--- src/rtl/spram_march_bist.sv ---
// March-C style self-test engine for the single-port SPRAM word interface.
// Optional macro SPRAM_BIST_SCRUB_EN: zero-fill the whole range after a passing run.
module spram_march_bist #(
  parameter int          WORDS   = 32768,
  parameter logic [31:0] PATTERN = 32'h5555_AAAA
) (
  input  logic        clk,
  input  logic        resetn,
  input  logic        start,
  output logic        busy,
  output logic        done,
  output logic        fail,
  output logic [21:0] fail_addr,
  output logic [31:0] fail_data,
  output logic [3:0]  mem_wen,
  output logic [21:0] mem_addr,
  output logic [31:0] mem_wdata,
  input  logic [31:0] mem_rdata
);

  typedef enum logic [2:0] {
    S_IDLE  = 3'd0,
    S_W0    = 3'd1,
    S_R0W1  = 3'd2,
    S_R1W0  = 3'd3,
    S_R0    = 3'd4,
`ifdef SPRAM_BIST_SCRUB_EN
    S_SCRUB = 3'd5,
`endif
    S_DONE  = 3'd6
  } state_e;

  localparam logic [14:0] LAST = 15'(WORDS - 1);

  state_e      state_q;
  logic        chk_q;
  logic [14:0] addr_q;
  logic        busy_q;
  logic        done_q;
  logic        fail_q;
  logic [21:0] fail_addr_q;
  logic [31:0] fail_data_q;
  logic [3:0]  wen_q;
  logic [31:0] wdata_q;

  logic [31:0] expect_d;
  logic        in_read_d;
  logic        mismatch_d;

  // Compare the returned word against the background of the current element.
  always_comb begin
    expect_d   = 32'h0;
    in_read_d  = 1'b0;
    mismatch_d = 1'b0;
    if (state_q == S_R1W0) begin
      expect_d = ~PATTERN;
    end else begin
      expect_d = PATTERN;
    end
    if ((state_q == S_R0W1) || (state_q == S_R1W0) || (state_q == S_R0)) begin
      in_read_d = 1'b1;
    end else begin
      in_read_d = 1'b0;
    end
    if (in_read_d && chk_q && (mem_rdata != expect_d)) begin
      mismatch_d = 1'b1;
    end else begin
      mismatch_d = 1'b0;
    end
  end

  // Sequencer: march elements, address stepping and result capture.
  always_ff @(posedge clk or negedge resetn) begin
    if (!resetn) begin
      state_q     <= S_IDLE;
      chk_q       <= 1'b0;
      addr_q      <= 15'd0;
      busy_q      <= 1'b0;
      done_q      <= 1'b0;
      fail_q      <= 1'b0;
      fail_addr_q <= 22'd0;
      fail_data_q <= 32'h0;
      wen_q       <= 4'h0;
      wdata_q     <= 32'h0;
    end else begin
      case (state_q)
        S_IDLE, S_DONE: begin
          if (start) begin
            state_q     <= S_W0;
            chk_q       <= 1'b0;
            addr_q      <= 15'd0;
            busy_q      <= 1'b1;
            done_q      <= 1'b0;
            fail_q      <= 1'b0;
            fail_addr_q <= 22'd0;
            fail_data_q <= 32'h0;
            wen_q       <= 4'hF;
            wdata_q     <= PATTERN;
          end
        end
        S_W0: begin
          if (addr_q == LAST) begin
            state_q <= S_R0W1;
            addr_q  <= 15'd0;
            wen_q   <= 4'h0;
            wdata_q <= 32'h0;
            chk_q   <= 1'b0;
          end else begin
            addr_q <= addr_q + 15'd1;
          end
        end
        S_R0W1, S_R1W0, S_R0: begin
          if (!chk_q) begin
            chk_q <= 1'b1;
            if (state_q == S_R0W1) begin
              wen_q   <= 4'hF;
              wdata_q <= ~PATTERN;
            end else if (state_q == S_R1W0) begin
              wen_q   <= 4'hF;
              wdata_q <= PATTERN;
            end else begin
              wen_q   <= 4'h0;
              wdata_q <= 32'h0;
            end
          end else if (mismatch_d) begin
            state_q     <= S_DONE;
            chk_q       <= 1'b0;
            fail_q      <= 1'b1;
            fail_addr_q <= {7'd0, addr_q};
            fail_data_q <= mem_rdata;
            busy_q      <= 1'b0;
            done_q      <= 1'b1;
            addr_q      <= 15'd0;
            wen_q       <= 4'h0;
            wdata_q     <= 32'h0;
          end else begin
            chk_q   <= 1'b0;
            wen_q   <= 4'h0;
            wdata_q <= 32'h0;
            case (state_q)
              S_R0W1: begin
                if (addr_q == LAST) begin
                  state_q <= S_R1W0;
                  addr_q  <= LAST;
                end else begin
                  addr_q <= addr_q + 15'd1;
                end
              end
              S_R1W0: begin
                if (addr_q == 15'd0) begin
                  state_q <= S_R0;
                  addr_q  <= 15'd0;
                end else begin
                  addr_q <= addr_q - 15'd1;
                end
              end
              default: begin
                if (addr_q == LAST) begin
`ifdef SPRAM_BIST_SCRUB_EN
                  state_q <= S_SCRUB;
                  addr_q  <= 15'd0;
                  wen_q   <= 4'hF;
                  wdata_q <= 32'h0;
`else
                  state_q <= S_DONE;
                  busy_q  <= 1'b0;
                  done_q  <= 1'b1;
                  addr_q  <= 15'd0;
`endif
                end else begin
                  addr_q <= addr_q + 15'd1;
                end
              end
            endcase
          end
        end
`ifdef SPRAM_BIST_SCRUB_EN
        S_SCRUB: begin
          if (addr_q == LAST) begin
            state_q <= S_DONE;
            busy_q  <= 1'b0;
            done_q  <= 1'b1;
            addr_q  <= 15'd0;
            wen_q   <= 4'h0;
            wdata_q <= 32'h0;
          end else begin
            addr_q <= addr_q + 15'd1;
          end
        end
`endif
        default: begin
          state_q <= S_IDLE;
          chk_q   <= 1'b0;
          addr_q  <= 15'd0;
          busy_q  <= 1'b0;
          done_q  <= 1'b0;
          wen_q   <= 4'h0;
          wdata_q <= 32'h0;
        end
      endcase
    end
  end

  // Port drive; a failing check cancels its own write, so only the write strobe
  // and data see the live compare result.
  always_comb begin
    busy      = busy_q;
    done      = done_q;
    fail      = fail_q;
    fail_addr = fail_addr_q;
    fail_data = fail_data_q;
    mem_addr  = {7'd0, addr_q};
    if (mismatch_d) begin
      mem_wen   = 4'h0;
      mem_wdata = 32'h0;
    end else begin
      mem_wen   = wen_q;
      mem_wdata = wdata_q;
    end
  end

endmodule

--- config.mk ---
export PLATFORM = sky130hd
export DESIGN_NAME = spram_march_bist
export DESIGN_NICKNAME = d
export VERILOG_FILES = /design/src/rtl/spram_march_bist.sv
export SDC_FILE = /design/constraint.sdc
export NUM_CORES = 1
export LEC_CHECK = 0
export CORE_ASPECT_RATIO = 0.8
export CORE_MARGIN = 5
export CORE_UTILIZATION = 35
export CTS_BUF_LIST = sky130_fd_sc_hd__clkbuf_16
export DETAILED_ROUTE_END_ITERATION = 8
export SYNTH_ARGS = -nofsm -noshare
export SYNTH_HDL_FRONTEND = slang
export SYNTH_SLANG_ARGS = --single-unit
export TNS_END_PERCENT = 5
--- constraint.sdc ---
create_clock -name clk -period 3.7 [get_ports clk]
set_input_delay 0.74 -clock clk [delete_from_list [all_inputs] [get_ports clk]]
set_output_delay 0.74 -clock clk [all_outputs]
set_load 0.02 [all_outputs]
After elaboration in Yosys (flattened, before gate mapping)
Cells that the tools add are included.
Word-level totals
  output and inout bits: 115
  word-level logic and storage cells: 103
  register bits: 112
  input port bits: 35
Cells by class
  add/subtract/negate cells: 2
  muxes and demuxes: 59
  bitwise logic cells: 1
  reductions and logical operators: 15
  eq/ne operators: 16
Operators with widths (number)
  $mux 32: 9
  $pmux 32 s3: 1
  $mux 15: 6
  $mux 22: 3
  $pmux 32 s2: 1
  $pmux 15 s3: 1
  $pmux 22 s2: 1
  $ne 32x32->1: 1
  $mux 31: 1
  $pmux 15 s2: 1
  $mux 4: 6
  $mux 3: 7
  $add 15x1->15 const B: 1
  $eq 15x15->1 const B: 1
  $logic_not 15->1: 1
  $mux 1: 15
  $sub 15x1->15 const B: 1
  $ne 4x4->1 const B: 3
  $pmux 4 s3: 1
  $pmux 1 s3: 3
  $pmux 3 s3: 1
  $ne 2x2->1 const B: 4
  $eq 3x2->1 const B: 2
  $eq 3x3->1 const B: 2
  other kinds (15): 20

Depth between registers and ports, before layout
Gate-level depths: netlist of the first run.
  depth after elaboration: 10
  depth in mapped cells: 12
  depth with buffers taken out: 8

Worst setup path before layout of the first run
Ideal clock, no wire load.
  kind: input port to output port
  from: input mem_rdata[25]
  to: output mem_wdata[10]
  cell stages on the path: 8
  data required time: 2.960 ns
  arrival time: 2.867 ns
  buffers on the path: 2
  setup slack: 0.093 ns
  cell sequence: nor4bb_1 -> nand4_1 -> o211ai_1 -> and2_2 -> nor2_1 -> buf_2 -> nor2_1 -> buf_4
Between the ends
  word-level cells in the longest chain between the ends: 4
RTL lines
  from (decl): RTL line 18  | input logic [31:0] mem_rdata
  $ne 32x32->1: RTL line 65  | if (in_read_d && chk_q && (mem_rdata != expect_d)) begin
  $logic_and 1x1->1: RTL line 65
  $mux 1: RTL line 65
  $mux 32: RTL line 213  | if (mismatch_d) begin
  to (decl): RTL line 17  | output logic [31:0] mem_wdata,
No other way between the ends.

Final worst setup path of the first run
  from: input mem_rdata[22]
  to: output mem_wdata[3]
Same word-level chain as after synthesis.

==> flow_results.xml, run 1 <==
<?xml version="1.0" encoding="UTF-8"?>
<metrics>
  <group name="cells_and_area">
    <metric name="area_delta_synth_final" unit="%">37.4</metric>
    <metric name="fill_cells" unit="">1176</metric>
    <metric name="fin_cells" unit="">790</metric>
    <metric name="drive_gt1_frac" unit="">0.208</metric>
    <metric name="finish.utilization" unit="">0.496</metric>
    <metric name="num_antenna_cells" unit="">0</metric>
    <metric name="post-route-cell-area" unit="sq mm">0.00645</metric>
    <metric name="nets" unit="">648</metric>
  </group>
  <group name="setup_path">
    <metric name="worstSetupEndpointType" unit="">output port</metric>
    <metric name="cp_max_stage_delay" unit="ns">0.55</metric>
    <metric name="critical_path_class" unit="">in2out</metric>
    <metric name="crit_required" unit="ns">2.96</metric>
    <metric name="critPathArrivalTime" unit="ns">2.91</metric>
    <metric name="crit_fanout" unit="">8</metric>
    <metric name="critPathLaunchType" unit="">input port</metric>
    <metric name="critical_path.cell_chain" unit="">clkdlybuf4s50_1 &gt; nor4bb_1 &gt; nand4_1 &gt; o211ai_1 &gt; and2_4 &gt; nor2_4 &gt; nor2b_4 &gt; buf_4 &gt; clkdlybuf4s15_2</metric>
    <metric name="timing.critical_path.slowest_stage_cell" unit="">sky130_fd_sc_hd__clkdlybuf4s50_1</metric>
  </group>
  <group name="worst_hold_path">
    <metric name="min_delay_path_class" unit="">reg2reg</metric>
  </group>
  <group name="sta">
    <metric name="period_minus_slack" unit="ns">3.65</metric>
    <metric name="timing.final.crit_share" unit="">0.985</metric>
    <metric name="final-setup-viol-count" unit="">0</metric>
    <metric name="final-max-slew-violation-count" unit="">0</metric>
    <metric name="final.setup.worst_slack" unit="ns">0.0546</metric>
    <metric name="tightestPinTransition" unit="ns">0.927</metric>
    <metric name="remaining_max_slew_budget_at_the_tightest_pin" unit="">0.379</metric>
    <metric name="fin_skew" unit="ns">0.0114</metric>
    <metric name="achievable-frequency" unit="MHz">274</metric>
    <metric name="hold_violations" unit="">0</metric>
  </group>
  <group name="floorplan">
    <metric name="die_area" unit="sq mm">0.0159</metric>
    <metric name="die_w" unit="microns">140</metric>
    <metric name="floorplan.io_pins" unit="">150</metric>
    <metric name="placementRows" unit="">37</metric>
    <metric name="die-height" unit="microns">114</metric>
    <metric name="initial_utilization" unit="">0.361</metric>
    <metric name="core-area" unit="sq mm">0.0130</metric>
  </group>
  <group name="place">
    <metric name="gp_routability_congestion" unit="">0.905</metric>
    <metric name="port_buffers" unit="">135</metric>
    <metric name="placed_wire_length_estimate" unit="microns">10600</metric>
    <metric name="placement.setup.worst_slack" unit="ns">-0.423</metric>
    <metric name="placedInstanceArea" unit="sq mm">0.00607</metric>
    <metric name="post-place-cells" unit="">773</metric>
  </group>
  <group name="logic_synthesis">
    <metric name="yosys_warnings" unit="">0</metric>
    <metric name="syn_inst_count" unit="">493</metric>
    <metric name="synth_cell_type_count" unit="">65</metric>
    <metric name="library_cell_with_the_largest_summed_area_after_synthesis" unit="">sky130_fd_sc_hd__dfrtp_1</metric>
    <metric name="primary_ff_master_synth" unit="">sky130_fd_sc_hd__dfrtp_1</metric>
    <metric name="synth_edf_count" unit="">0</metric>
    <metric name="synth_seq_area_share" unit="">0.384</metric>
    <metric name="synth_top_cell_area_share" unit="">0.384</metric>
    <metric name="avgSynthCellArea" unit="sq um">9.53</metric>
    <metric name="asyncSetResetFlopFracSynth" unit="">1.00</metric>
    <metric name="mappedNetlistArea" unit="sq mm">0.00470</metric>
    <metric name="synthTopCellsByArea" unit="">sky130_fd_sc_hd__dfrtp_1 (38%), sky130_fd_sc_hd__a22o_1 (8.8%), sky130_fd_sc_hd__buf_4 (7.8%)</metric>
    <metric name="ys_ff_latch" unit="">72</metric>
  </group>
  <group name="drt">
    <metric name="route.antenna.remaining_nets" unit="">0</metric>
    <metric name="drc" unit="">0</metric>
    <metric name="post_drt_wl_per_cell" unit="microns">19.2</metric>
    <metric name="detail_route.vias_per_cell" unit="">5.57</metric>
    <metric name="detailedRoute.firstPassIterationCount" unit="">7</metric>
    <metric name="routed_via_count" unit="">4398</metric>
    <metric name="wl" unit="microns">15200</metric>
    <metric name="drtIter0Drc" unit="">427</metric>
  </group>
  <group name="cts">
    <metric name="cts.htree.levels" unit="">3</metric>
    <metric name="path_clk_slew" unit="ns">0.06</metric>
    <metric name="cts_tree" unit="">built</metric>
    <metric name="cts_num_sinks" unit="">72</metric>
    <metric name="tritoncts.num_buffers" unit="">9</metric>
    <metric name="root_buffer" unit="">sky130_fd_sc_hd__clkbuf_16</metric>
    <metric name="clk_path_buf_depth" unit="">2</metric>
    <metric name="worstSkewPairLatency" unit="ns">0.34</metric>
    <metric name="cts-hold-fix-buffers" unit="">0</metric>
  </group>
  <group name="status">
    <metric name="outcome" unit="">finished clean</metric>
  </group>
  <group name="power_and_ir_drop">
    <metric name="net_switching_power_figure" unit="mW">2.70</metric>
    <metric name="worst_ir_drop_vdd" unit="mV">0.497</metric>
    <metric name="clkPwrFrac" unit="">0.150</metric>
    <metric name="power-per-cell-area" unit="mW/mm^2">871</metric>
    <metric name="power_report.internal_total" unit="mW">2.93</metric>
    <metric name="leak_pwr" unit="nW">2.93</metric>
    <metric name="power.share.combinational" unit="">0.623</metric>
    <metric name="seq_power_share" unit="">0.228</metric>
    <metric name="switching_share_of_power" unit="">0.480</metric>
  </group>
  <group name="global_routing">
    <metric name="grt_use_total" unit="">0.185</metric>
    <metric name="first_global_vias" unit="">4128</metric>
    <metric name="grt_pass1_wl" unit="microns">23700</metric>
    <metric name="grt_start_max_net_pins" unit="">73</metric>
    <metric name="number_of_antenna_violations_at_the_first_check_in_global_routing" unit="">0</metric>
    <metric name="grt_overflow_total" unit="">0</metric>
  </group>
  <group name="run">
    <metric name="max_cap_violations" unit="">0</metric>
  </group>
</metrics>
-- Yosys cell counts, drive strengths merged, types with 5 or more instances --
library cell and number:
inv 6, xor2 12, a22oi 8, nor4bb 16, xnor2 7, nor3 9
a21oi 21, nand2 25, o31ai 8, clkbuf 12, o22ai 5, nor2 29
nand3 6, nor2b 5, o21ai 45, o211ai 9, and2 6, a22o 47
buf 73, dfrtp 72, a31oi 5, and3 10, nand4 8, nor4 6
-- final timing paths --
path,from,endpoint,slack [ns],cells past startpoint
worst max-delay path,mem_rdata[22],mem_wdata[3],0.05,9
max in group asynchronous,resetn,fail_addr[6]$_DFFE_PN0P_,2.57,1
worst max register to register,addr_q[0]$_DFFE_PN0P_,done$_DFFE_PN0P_,0.57,8
worst min register to register,fail$_DFFE_PN0P_,fail$_DFFE_PN0P_,0.49,1
worst min-delay path,fail$_DFFE_PN0P_,fail$_DFFE_PN0P_,0.49,1
min in group asynchronous,resetn,fail_data[24]$_DFFE_PN0P_,0.51,1
-- sequential cells by signal, indices dropped and copies added (netlist names) --
name	cells
fail_data	32
addr_q	15
fail_addr	15
state_q	3
wdata_q	2
busy	1
chk_q	1
done	1
fail	1
wen_q	1
-- per-layer routing --
metal,share of wire,track usage,up-vias
met5,0,0,-
met2,0.43,0.269,239
met3,0.091,0.0444,19
met1,0.46,0.273,2117
li1,-,-,2023
met4,0.015,0.0515,0
-- layout by cell type, fill, tap and decap left out, types with 4 or more instances in the layout --
cell	n
sky130_fd_sc_hd__clkdlybuf4s50_1	85
sky130_fd_sc_hd__dfrtp_1	72
sky130_fd_sc_hd__a22o_1	47
sky130_fd_sc_hd__o21ai_0	44
sky130_fd_sc_hd__buf_4	42
sky130_fd_sc_hd__nor2_1	26
sky130_fd_sc_hd__nand2_1	22
sky130_fd_sc_hd__buf_2	21
sky130_fd_sc_hd__a21oi_1	19
sky130_fd_sc_hd__clkdlybuf4s15_2	15
sky130_fd_sc_hd__conb_1	14
sky130_fd_sc_hd__xor2_1	12
sky130_fd_sc_hd__and3_1	10
sky130_fd_sc_hd__dlymetal6s2s_1	10
sky130_fd_sc_hd__nor3_1	9
sky130_fd_sc_hd__clkbuf_16	9
sky130_fd_sc_hd__nor4bb_4	8
sky130_fd_sc_hd__o211ai_1	8
sky130_fd_sc_hd__o31ai_1	8
sky130_fd_sc_hd__a22oi_1	8
sky130_fd_sc_hd__nand4_1	7
sky130_fd_sc_hd__xnor2_1	7
sky130_fd_sc_hd__inv_1	6
sky130_fd_sc_hd__nor4bb_1	6
sky130_fd_sc_hd__a31oi_1	5
sky130_fd_sc_hd__and2_1	5
sky130_fd_sc_hd__nand3_1	5
sky130_fd_sc_hd__o22ai_1	5
sky130_fd_sc_hd__nor4_1	4
sky130_fd_sc_hd__inv_6	4
-- worst max-delay path: cells and delay by family --
family	cells	cell delay [ns]
buffers and inverters	3	0.97
AOI/OAI and AO/OA	1	0.25
and+or+nand+nor	5	0.93
-- per-stage QoR --
step	hold slack (ns)	power [mW]	TNS (ns)
finish	0.493	5.62	0
global route	0.520	5.96	-0.179
CTS	0.501	5.67	-0.0542
detailed placement	0.480	4.83	-13.34
global placement	0.473	4.78	-12.09
floorplan	0.444	3.66	0
-- what timing repair did --
| item | 4_1_cts | 5_1_grt |
|---|---|---|
| buffers inserted | 0 | 0 |
| cloned | 1 | 0 |
| pin swaps | 2 | 2 |
| gates resized for setup | 123 | 45 |
| endpoints found under the setup margin | 36 | 36 |
-- area by class of cell --
type                    count  area (sq um)  area share
repair buffers            178          1620       0.251
well taps                 175           219      0.0339
multi-input cells         343          2500       0.388
inverters                   6          22.5     0.00349
clock buffers               9           225      0.0349
clock inverters             7          58.8     0.00911
flip-flops and latches     72          1800       0.279
-- power groups by stage --
stage	clock network, mW	logic, mW	registers [mW]
finish	0.842	3.50	1.28
detailed placement	0	3.54	1.29
global placement	0	3.50	1.28
floorplan	0	2.27	1.39
CTS	0.868	3.52	1.28
global route	0.897	3.75	1.32
-- logic make-up after synthesis --
family	synth area share
and+or+nand+nor	0.169
DFF	0.384
AOI/OAI and AO/OA	0.274
buffers and inverters	0.127
muxes	0.00213
adders and majority gates	0.00799
other	0.000798
xor gates and xnor gates	0.0354
No activity file was read; power rests on OpenSTA's default activity.
==> inputs of run 2 (changes only) <==
--- a/config.mk
+++ b/config.mk
@@ -10,6 +10,7 @@
 export CORE_UTILIZATION = 35
 export CTS_BUF_LIST = sky130_fd_sc_hd__clkbuf_16
 export DETAILED_ROUTE_END_ITERATION = 8
+export MAX_ROUTING_LAYER = met4
 export SYNTH_ARGS = -nofsm -noshare
 export SYNTH_HDL_FRONTEND = slang
 export SYNTH_SLANG_ARGS = --single-unit
==> constraint.sdc (replaced) <==
create_clock -name clk -period 3.7 [get_ports clk]
set_input_delay 0.74 -clock clk [delete_from_list [all_inputs] [get_ports clk]]
set_output_delay 0.74 -clock clk [all_outputs]
set_load 0.1 [all_outputs]
==> run 2 against run 1 <==
Compared with the run above:
- the flow now finishes with violations (setup timing)
- register-to-register slack improved by 0.13 ns
- non-clock buffer count fell by 11
- worst setup slack got worse by 0.061 ns
- flip-flop and latch count did not move
- die area did not move
- critical endpoint unchanged
- largest cell class unchanged
==> flow_results.xml, run 2 (synthesized netlist as in run 1, its figures left out) <==
<?xml version="1.0" encoding="UTF-8"?>
<metrics>
  <group name="global_routing">
    <metric name="grt_use_total" unit="">0.191</metric>
    <metric name="number_of_antenna_violations_at_the_first_check_in_global_routing" unit="">0</metric>
    <metric name="first_global_vias" unit="">4281</metric>
    <metric name="use_met2" unit="">0.269</metric>
    <metric name="grt.met1_usage" unit="">0.278</metric>
    <metric name="grt_most_used_layer" unit="">met1</metric>
    <metric name="use_met3" unit="">0.0411</metric>
    <metric name="grt_pass1_wl" unit="microns">24100</metric>
    <metric name="grt_overflow_total" unit="">0</metric>
    <metric name="grt_start_max_net_pins" unit="">73</metric>
  </group>
  <group name="setup_path">
    <metric name="critical_path_class" unit="">in2out</metric>
    <metric name="cp_max_stage_delay" unit="ns">0.56</metric>
    <metric name="crit_buf_inv" unit="">3</metric>
    <metric name="worst_path_dominant_cell_family" unit="">buffers and inverters</metric>
    <metric name="crit_required" unit="ns">2.96</metric>
    <metric name="critical_path.cell_chain" unit="">clkdlybuf4s50_1 &gt; nor4bb_2 &gt; nand4_1 &gt; o211ai_4 &gt; and2_4 &gt; nor2_4 &gt; nor2b_4 &gt; clkbuf_16 &gt; buf_16</metric>
    <metric name="crit_fanout" unit="">8</metric>
    <metric name="critPathArrivalTime" unit="ns">2.97</metric>
    <metric name="timing.critical_path.slowest_stage_cell" unit="">sky130_fd_sc_hd__clkdlybuf4s50_1</metric>
    <metric name="worstSetupEndpointType" unit="">output port</metric>
    <metric name="critPathLaunchType" unit="">input port</metric>
  </group>
  <group name="drt">
    <metric name="drc" unit="">0</metric>
    <metric name="post_drt_wl_per_cell" unit="microns">19.8</metric>
    <metric name="route.antenna.remaining_nets" unit="">0</metric>
    <metric name="wl" unit="microns">15400</metric>
    <metric name="routed_via_count" unit="">4437</metric>
    <metric name="drtIter0Drc" unit="">452</metric>
    <metric name="detailedRoute.firstPassIterationCount" unit="">5</metric>
    <metric name="detail_route.vias_per_cell" unit="">5.70</metric>
  </group>
  <group name="floorplan">
    <metric name="placementRows" unit="">37</metric>
    <metric name="floorplan.io_pins" unit="">150</metric>
    <metric name="die-height" unit="microns">114</metric>
    <metric name="die_w" unit="microns">140</metric>
    <metric name="die_area" unit="sq mm">0.0159</metric>
    <metric name="initial_utilization" unit="">0.361</metric>
    <metric name="core-area" unit="sq mm">0.0130</metric>
  </group>
  <group name="cts">
    <metric name="path_clk_slew" unit="ns">0.06</metric>
    <metric name="cts_num_sinks" unit="">72</metric>
    <metric name="tritoncts.num_buffers" unit="">9</metric>
    <metric name="cts.htree.levels" unit="">3</metric>
    <metric name="clk_path_buf_depth" unit="">2</metric>
    <metric name="cts_tree" unit="">built</metric>
    <metric name="root_buffer" unit="">sky130_fd_sc_hd__clkbuf_16</metric>
    <metric name="worstSkewPairLatency" unit="ns">0.34</metric>
    <metric name="cts-hold-fix-buffers" unit="">0</metric>
  </group>
  <group name="place">
    <metric name="port_buffers" unit="">135</metric>
    <metric name="gp_routability_congestion" unit="">0.892</metric>
    <metric name="placement.setup.worst_slack" unit="ns">-0.00128</metric>
    <metric name="post-place-cells" unit="">760</metric>
    <metric name="placed_wire_length_estimate" unit="microns">10700</metric>
  </group>
  <group name="cells_and_area">
    <metric name="drive_gt1_frac" unit="">0.220</metric>
    <metric name="num_antenna_cells" unit="">0</metric>
    <metric name="max_ffs_per_register" unit="">32</metric>
    <metric name="fill_cells" unit="">1155</metric>
    <metric name="final_common_cell" unit="">sky130_fd_sc_hd__dfrtp_1</metric>
    <metric name="most-common-layout-cells" unit="">sky130_fd_sc_hd__dfrtp_1 (72), sky130_fd_sc_hd__clkdlybuf4s50_1 (69), sky130_fd_sc_hd__a22o_1 (47)</metric>
    <metric name="area_delta_synth_final" unit="%">48.7</metric>
    <metric name="nets" unit="">637</metric>
    <metric name="fin_cells" unit="">779</metric>
  </group>
  <group name="sta">
    <metric name="final.setup.worst_slack" unit="ns">-0.00628</metric>
    <metric name="hold_violations" unit="">0</metric>
    <metric name="timing.final.crit_share" unit="">1.00</metric>
    <metric name="achievable-frequency" unit="MHz">270</metric>
    <metric name="tightestPinTransition" unit="ns">1.01</metric>
    <metric name="final-setup-viol-count" unit="">8</metric>
    <metric name="final-max-slew-violation-count" unit="">0</metric>
    <metric name="final.setup.tns" unit="ns">-0.0406</metric>
    <metric name="period_minus_slack" unit="ns">3.71</metric>
    <metric name="remaining_max_slew_budget_at_the_tightest_pin" unit="">0.327</metric>
    <metric name="fin_skew" unit="ns">0.00797</metric>
  </group>
  <group name="status">
    <metric name="failed_checks" unit="">setup timing</metric>
    <metric name="outcome" unit="">complete, but fails checks</metric>
  </group>
  <group name="run">
    <metric name="max_cap_violations" unit="">0</metric>
  </group>
  <group name="worst_hold_path">
    <metric name="min_delay_path_class" unit="">reg2reg</metric>
  </group>
</metrics>
run 2: cell types whose count changed in the layout (fill, tap and decap cells not counted), moves of 3 or more:
cell,change
sky130_fd_sc_hd__buf_2,-21
sky130_fd_sc_hd__buf_12,+32
sky130_fd_sc_hd__clkdlybuf4s15_2,-15
sky130_fd_sc_hd__dlymetal6s2s_1,+7
sky130_fd_sc_hd__nor4bb_1,-4
sky130_fd_sc_hd__dlygate4sd2_1,-3
sky130_fd_sc_hd__buf_16,+8
sky130_fd_sc_hd__buf_4,-3
sky130_fd_sc_hd__inv_6,-3
sky130_fd_sc_hd__clkdlybuf4s50_1,-16
sky130_fd_sc_hd__nor4bb_2,+3
run 2: routing by layer:
metal,vias up,share of wire
met5,-,0
met4,0,0.013
met3,18,0.066
met2,213,0.43
met1,2205,0.49
li1,2001,-
run 2: stage by stage:
step | instance area (sq um) | util | hold WS (ns)
after detailed placement | 6370 | 0.490 | 0.476
after global placement | 6370 | 0.490 | 0.464
after global routing | 6980 | 0.537 | 0.507
after floorplan | 4760 | - | 0.444
after CTS | 6670 | 0.513 | 0.490
final | 6980 | 0.537 | 0.494
run 2: repair_timing:
action                                 4_1_cts  5_1_grt
gates cloned                                 0        1
buffers inserted                             0        2
pin swaps                                    2       10
setup endpoints to repair                   16       36
endpoints found under the hold margin        0        0
gates resized for setup                      1       49
run 2: final timing paths:
path,startpoint,end,slack (ns),depth (start not counted)
min in group asynchronous,resetn,fail_addr[9]$_DFFE_PN0P_,0.54,1
worst min register to register,fail$_DFFE_PN0P_,fail$_DFFE_PN0P_,0.49,1
worst max-delay path,mem_rdata[23],mem_wdata[3],-0.006,9
max in group asynchronous,resetn,fail_data[14]$_DFFE_PN0P_,2.54,1
worst max register to register,addr_q[1]$_DFFE_PN0P_,done$_DFFE_PN0P_,0.70,8
worst min-delay path,fail$_DFFE_PN0P_,fail$_DFFE_PN0P_,0.49,1
run 2: layout make-up:
cell class	instances	area, sq um	area share
Inverter	6	22.5	0.00323
Timing Repair Buffer	167	2100	0.301
Tap cell	175	219	0.0314
Clock buffer	9	225	0.0323
Multi-Input combinational cell	343	2540	0.364
Sequential cell	72	1800	0.258
Clock inverter	7	72.6	0.0104
Power of run 2 is not shown: default switching activity piles up to over one toggle a cycle in this logic, so the estimate is an artifact.
==> inputs of run 3 (changes only) <==
--- a/config.mk
+++ b/config.mk
@@ -6,7 +6,7 @@
 export NUM_CORES = 1
 export LEC_CHECK = 0
 export CORE_ASPECT_RATIO = 0.8
-export CORE_MARGIN = 5
+export CORE_MARGIN = 2
 export CORE_UTILIZATION = 35
 export CTS_BUF_LIST = sky130_fd_sc_hd__clkbuf_16
 export DETAILED_ROUTE_END_ITERATION = 8
==> run 3 against run 2 <==
Compared with the run above:
- the flow now finishes without violations
- die area is 9.4% lower
- sequential share of layout area up 0.80 points
- largest cell class unchanged
- highest routed layer unchanged
- wire length decreased by 5.6%
- global-route usage rose by 2.0 points
- cell area decreased by 3.0%
- critical path type unchanged
- flip-flop and latch count is the same
==> flow_results.xml, run 3 (synthesized netlist as in run 1, its figures left out) <==
<?xml version="1.0" encoding="UTF-8"?>
<metrics>
  <group name="status">
    <metric name="outcome" unit="">finished clean</metric>
  </group>
  <group name="sta">
    <metric name="remaining_max_slew_budget_at_the_tightest_pin" unit="">0.316</metric>
    <metric name="timing.final.crit_share" unit="">0.970</metric>
    <metric name="final-setup-viol-count" unit="">0</metric>
    <metric name="fin_skew" unit="ns">0.00789</metric>
    <metric name="hold_violations" unit="">0</metric>
    <metric name="achievable-frequency" unit="MHz">279</metric>
    <metric name="final-max-slew-violation-count" unit="">0</metric>
    <metric name="period_minus_slack" unit="ns">3.59</metric>
    <metric name="tightestPinTransition" unit="ns">1.02</metric>
  </group>
  <group name="cts">
    <metric name="tritoncts.num_buffers" unit="">9</metric>
    <metric name="cts.htree.levels" unit="">3</metric>
    <metric name="cts_num_sinks" unit="">72</metric>
    <metric name="worstSkewPairLatency" unit="ns">0.34</metric>
    <metric name="cts-hold-fix-buffers" unit="">0</metric>
    <metric name="clk_path_buf_depth" unit="">2</metric>
    <metric name="cts_tree" unit="">built</metric>
    <metric name="root_buffer" unit="">sky130_fd_sc_hd__clkbuf_16</metric>
    <metric name="path_clk_slew" unit="ns">0.06</metric>
  </group>
  <group name="setup_path">
    <metric name="timing.critical_path.slowest_stage_cell" unit="">sky130_fd_sc_hd__clkdlybuf4s50_1</metric>
    <metric name="critPathLaunchType" unit="">input port</metric>
    <metric name="cp_max_stage_delay" unit="ns">0.49</metric>
    <metric name="crit_required" unit="ns">2.96</metric>
    <metric name="worstSetupEndpointType" unit="">output port</metric>
    <metric name="critical_path.cell_chain" unit="">clkdlybuf4s50_1 &gt; nor4bb_1 &gt; nand4_1 &gt; o211ai_4 &gt; and2_4 &gt; nor2_4 &gt; nor2b_4 &gt; buf_12 &gt; buf_12</metric>
    <metric name="crit_path_frequent_cell" unit="">sky130_fd_sc_hd__buf_12</metric>
    <metric name="crit_fanout" unit="">8</metric>
    <metric name="critical_path_class" unit="">in2out</metric>
    <metric name="critPathArrivalTime" unit="ns">2.85</metric>
  </group>
  <group name="run">
    <metric name="max_cap_violations" unit="">0</metric>
  </group>
  <group name="global_routing">
    <metric name="first_global_vias" unit="">4363</metric>
    <metric name="number_of_antenna_violations_at_the_first_check_in_global_routing" unit="">0</metric>
    <metric name="grt_overflow_total" unit="">0</metric>
    <metric name="grt_use_total" unit="">0.211</metric>
    <metric name="grt_pass1_wl" unit="microns">23200</metric>
    <metric name="grt_start_max_net_pins" unit="">73</metric>
  </group>
  <group name="place">
    <metric name="placed_wire_length_estimate" unit="microns">10200</metric>
    <metric name="post-place-cells" unit="">756</metric>
    <metric name="gp_routability_congestion" unit="">0.987</metric>
    <metric name="port_buffers" unit="">135</metric>
  </group>
  <group name="cells_and_area">
    <metric name="final_common_cell" unit="">sky130_fd_sc_hd__clkdlybuf4s50_1</metric>
    <metric name="max_ffs_per_register" unit="">32</metric>
    <metric name="fill_cells" unit="">1173</metric>
    <metric name="area_delta_synth_final" unit="%">44.2</metric>
    <metric name="drive_gt1_frac" unit="">0.205</metric>
    <metric name="num_antenna_cells" unit="">0</metric>
    <metric name="most-common-layout-cells" unit="">sky130_fd_sc_hd__clkdlybuf4s50_1 (79), sky130_fd_sc_hd__dfrtp_1 (72), sky130_fd_sc_hd__a22o_1 (47)</metric>
    <metric name="nets" unit="">632</metric>
    <metric name="fin_cells" unit="">774</metric>
  </group>
  <group name="drt">
    <metric name="post_drt_wl_per_cell" unit="microns">18.8</metric>
    <metric name="drtIter0Drc" unit="">318</metric>
    <metric name="detailedRoute.firstPassIterationCount" unit="">5</metric>
    <metric name="wl" unit="microns">14500</metric>
    <metric name="routed_via_count" unit="">4345</metric>
    <metric name="drc" unit="">0</metric>
    <metric name="detail_route.vias_per_cell" unit="">5.61</metric>
    <metric name="route.antenna.remaining_nets" unit="">0</metric>
  </group>
  <group name="floorplan">
    <metric name="initial_utilization" unit="">0.362</metric>
    <metric name="die_area" unit="sq mm">0.0144</metric>
    <metric name="die_w" unit="microns">134</metric>
    <metric name="die-height" unit="microns">108</metric>
    <metric name="placementRows" unit="">37</metric>
    <metric name="core-area" unit="sq mm">0.0130</metric>
    <metric name="floorplan.io_pins" unit="">150</metric>
  </group>
  <group name="worst_hold_path">
    <metric name="min_delay_path_class" unit="">reg2reg</metric>
  </group>
</metrics>
## run 3: cell types whose count changed in the layout (fill, tap and decap cells not counted), moves of 2 or more
cell / previous run / this run
sky130_fd_sc_hd__buf_12: 33 / 36
sky130_fd_sc_hd__buf_16: 8 / 5
sky130_fd_sc_hd__buf_4: 39 / 37
sky130_fd_sc_hd__clkdlybuf4s50_1: 69 / 79
sky130_fd_sc_hd__clkinvlp_4: 1 / 3
sky130_fd_sc_hd__dlymetal6s2s_1: 17 / 5
sky130_fd_sc_hd__nor4bb_1: 2 / 9
sky130_fd_sc_hd__nor4bb_4: 9 / 2
## run 3: final cells by class
cell class                      instances  area [sq um]  area share
Sequential cell                        72          1800       0.266
Tap cell                              175           219      0.0323
Clock buffer                            9           225      0.0333
Timing Repair Buffer                  162          1990       0.294
Multi-Input combinational cell        343          2430       0.359
Clock inverter                          7          81.3      0.0120
Inverter                                6          22.5     0.00333
## run 3: timing repair
| action | 4_1_cts | 5_1_grt |
|---|---|---|
| resized for setup | 6 | 15 |
| gates cloned | 1 | 0 |
| pin swaps | 1 | 7 |
| setup endpoints to repair | 16 | 36 |
| setup buffers | 0 | 1 |
## run 3: per-stage QoR
step	utilization	area, sq um	TNS (ns)	hold slack (ns)	setup slack (ns)
2_1_floorplan	-	4760	-4.71	0.444	-0.274
3_3_place_gp	0.488	6320	-0.873	0.464	-0.0556
3_5_place_dp	0.488	6320	-0.499	0.479	-0.0341
4_1_cts	0.516	6690	0	0.496	0.0211
5_1_grt	0.522	6770	-0.00808	0.509	-0.00248
6_report	0.522	6770	0	0.495	0.111
## run 3: critical path: cells and delay by family
kind,cells,cell delay (ns)
AND/OR/NAND/NOR,5,1.02
buffers and inverters,3,0.86
AO/OA/AOI/OAI,1,0.21
## run 3: worst paths after layout
check                                        start                   endpoint  slack, ns  depth (start not counted)
min in group asynchronous                   resetn  fail_addr[11]$_DFFE_PN0P_       0.52                          1
min reg2reg                wdata_q[30]$_DFFE_PN0P_    wdata_q[30]$_DFFE_PN0P_       0.50                          1
max in group asynchronous                   resetn  fail_data[22]$_DFFE_PN0P_       2.58                          1
max                                   mem_rdata[2]              mem_wdata[18]       0.11                          9
min                        wdata_q[30]$_DFFE_PN0P_    wdata_q[30]$_DFFE_PN0P_       0.50                          1
max reg2reg                  addr_q[0]$_DFFE_PN0P_           done$_DFFE_PN0P_       0.71                          8
## run 3: metal layers
| layer | share of wire | up-vias | GRT usage |
|---|---|---|---|
| met3 | 0.078 | 24 | 0.0537 |
| met1 | 0.46 | 2119 | 0.286 |
| met5 | 0 | - | - |
| li1 | - | 1989 | - |
| met4 | 0.019 | 0 | 0.0661 |
| met2 | 0.44 | 213 | 0.310 |
Power of run 3 is left out for the same reason.
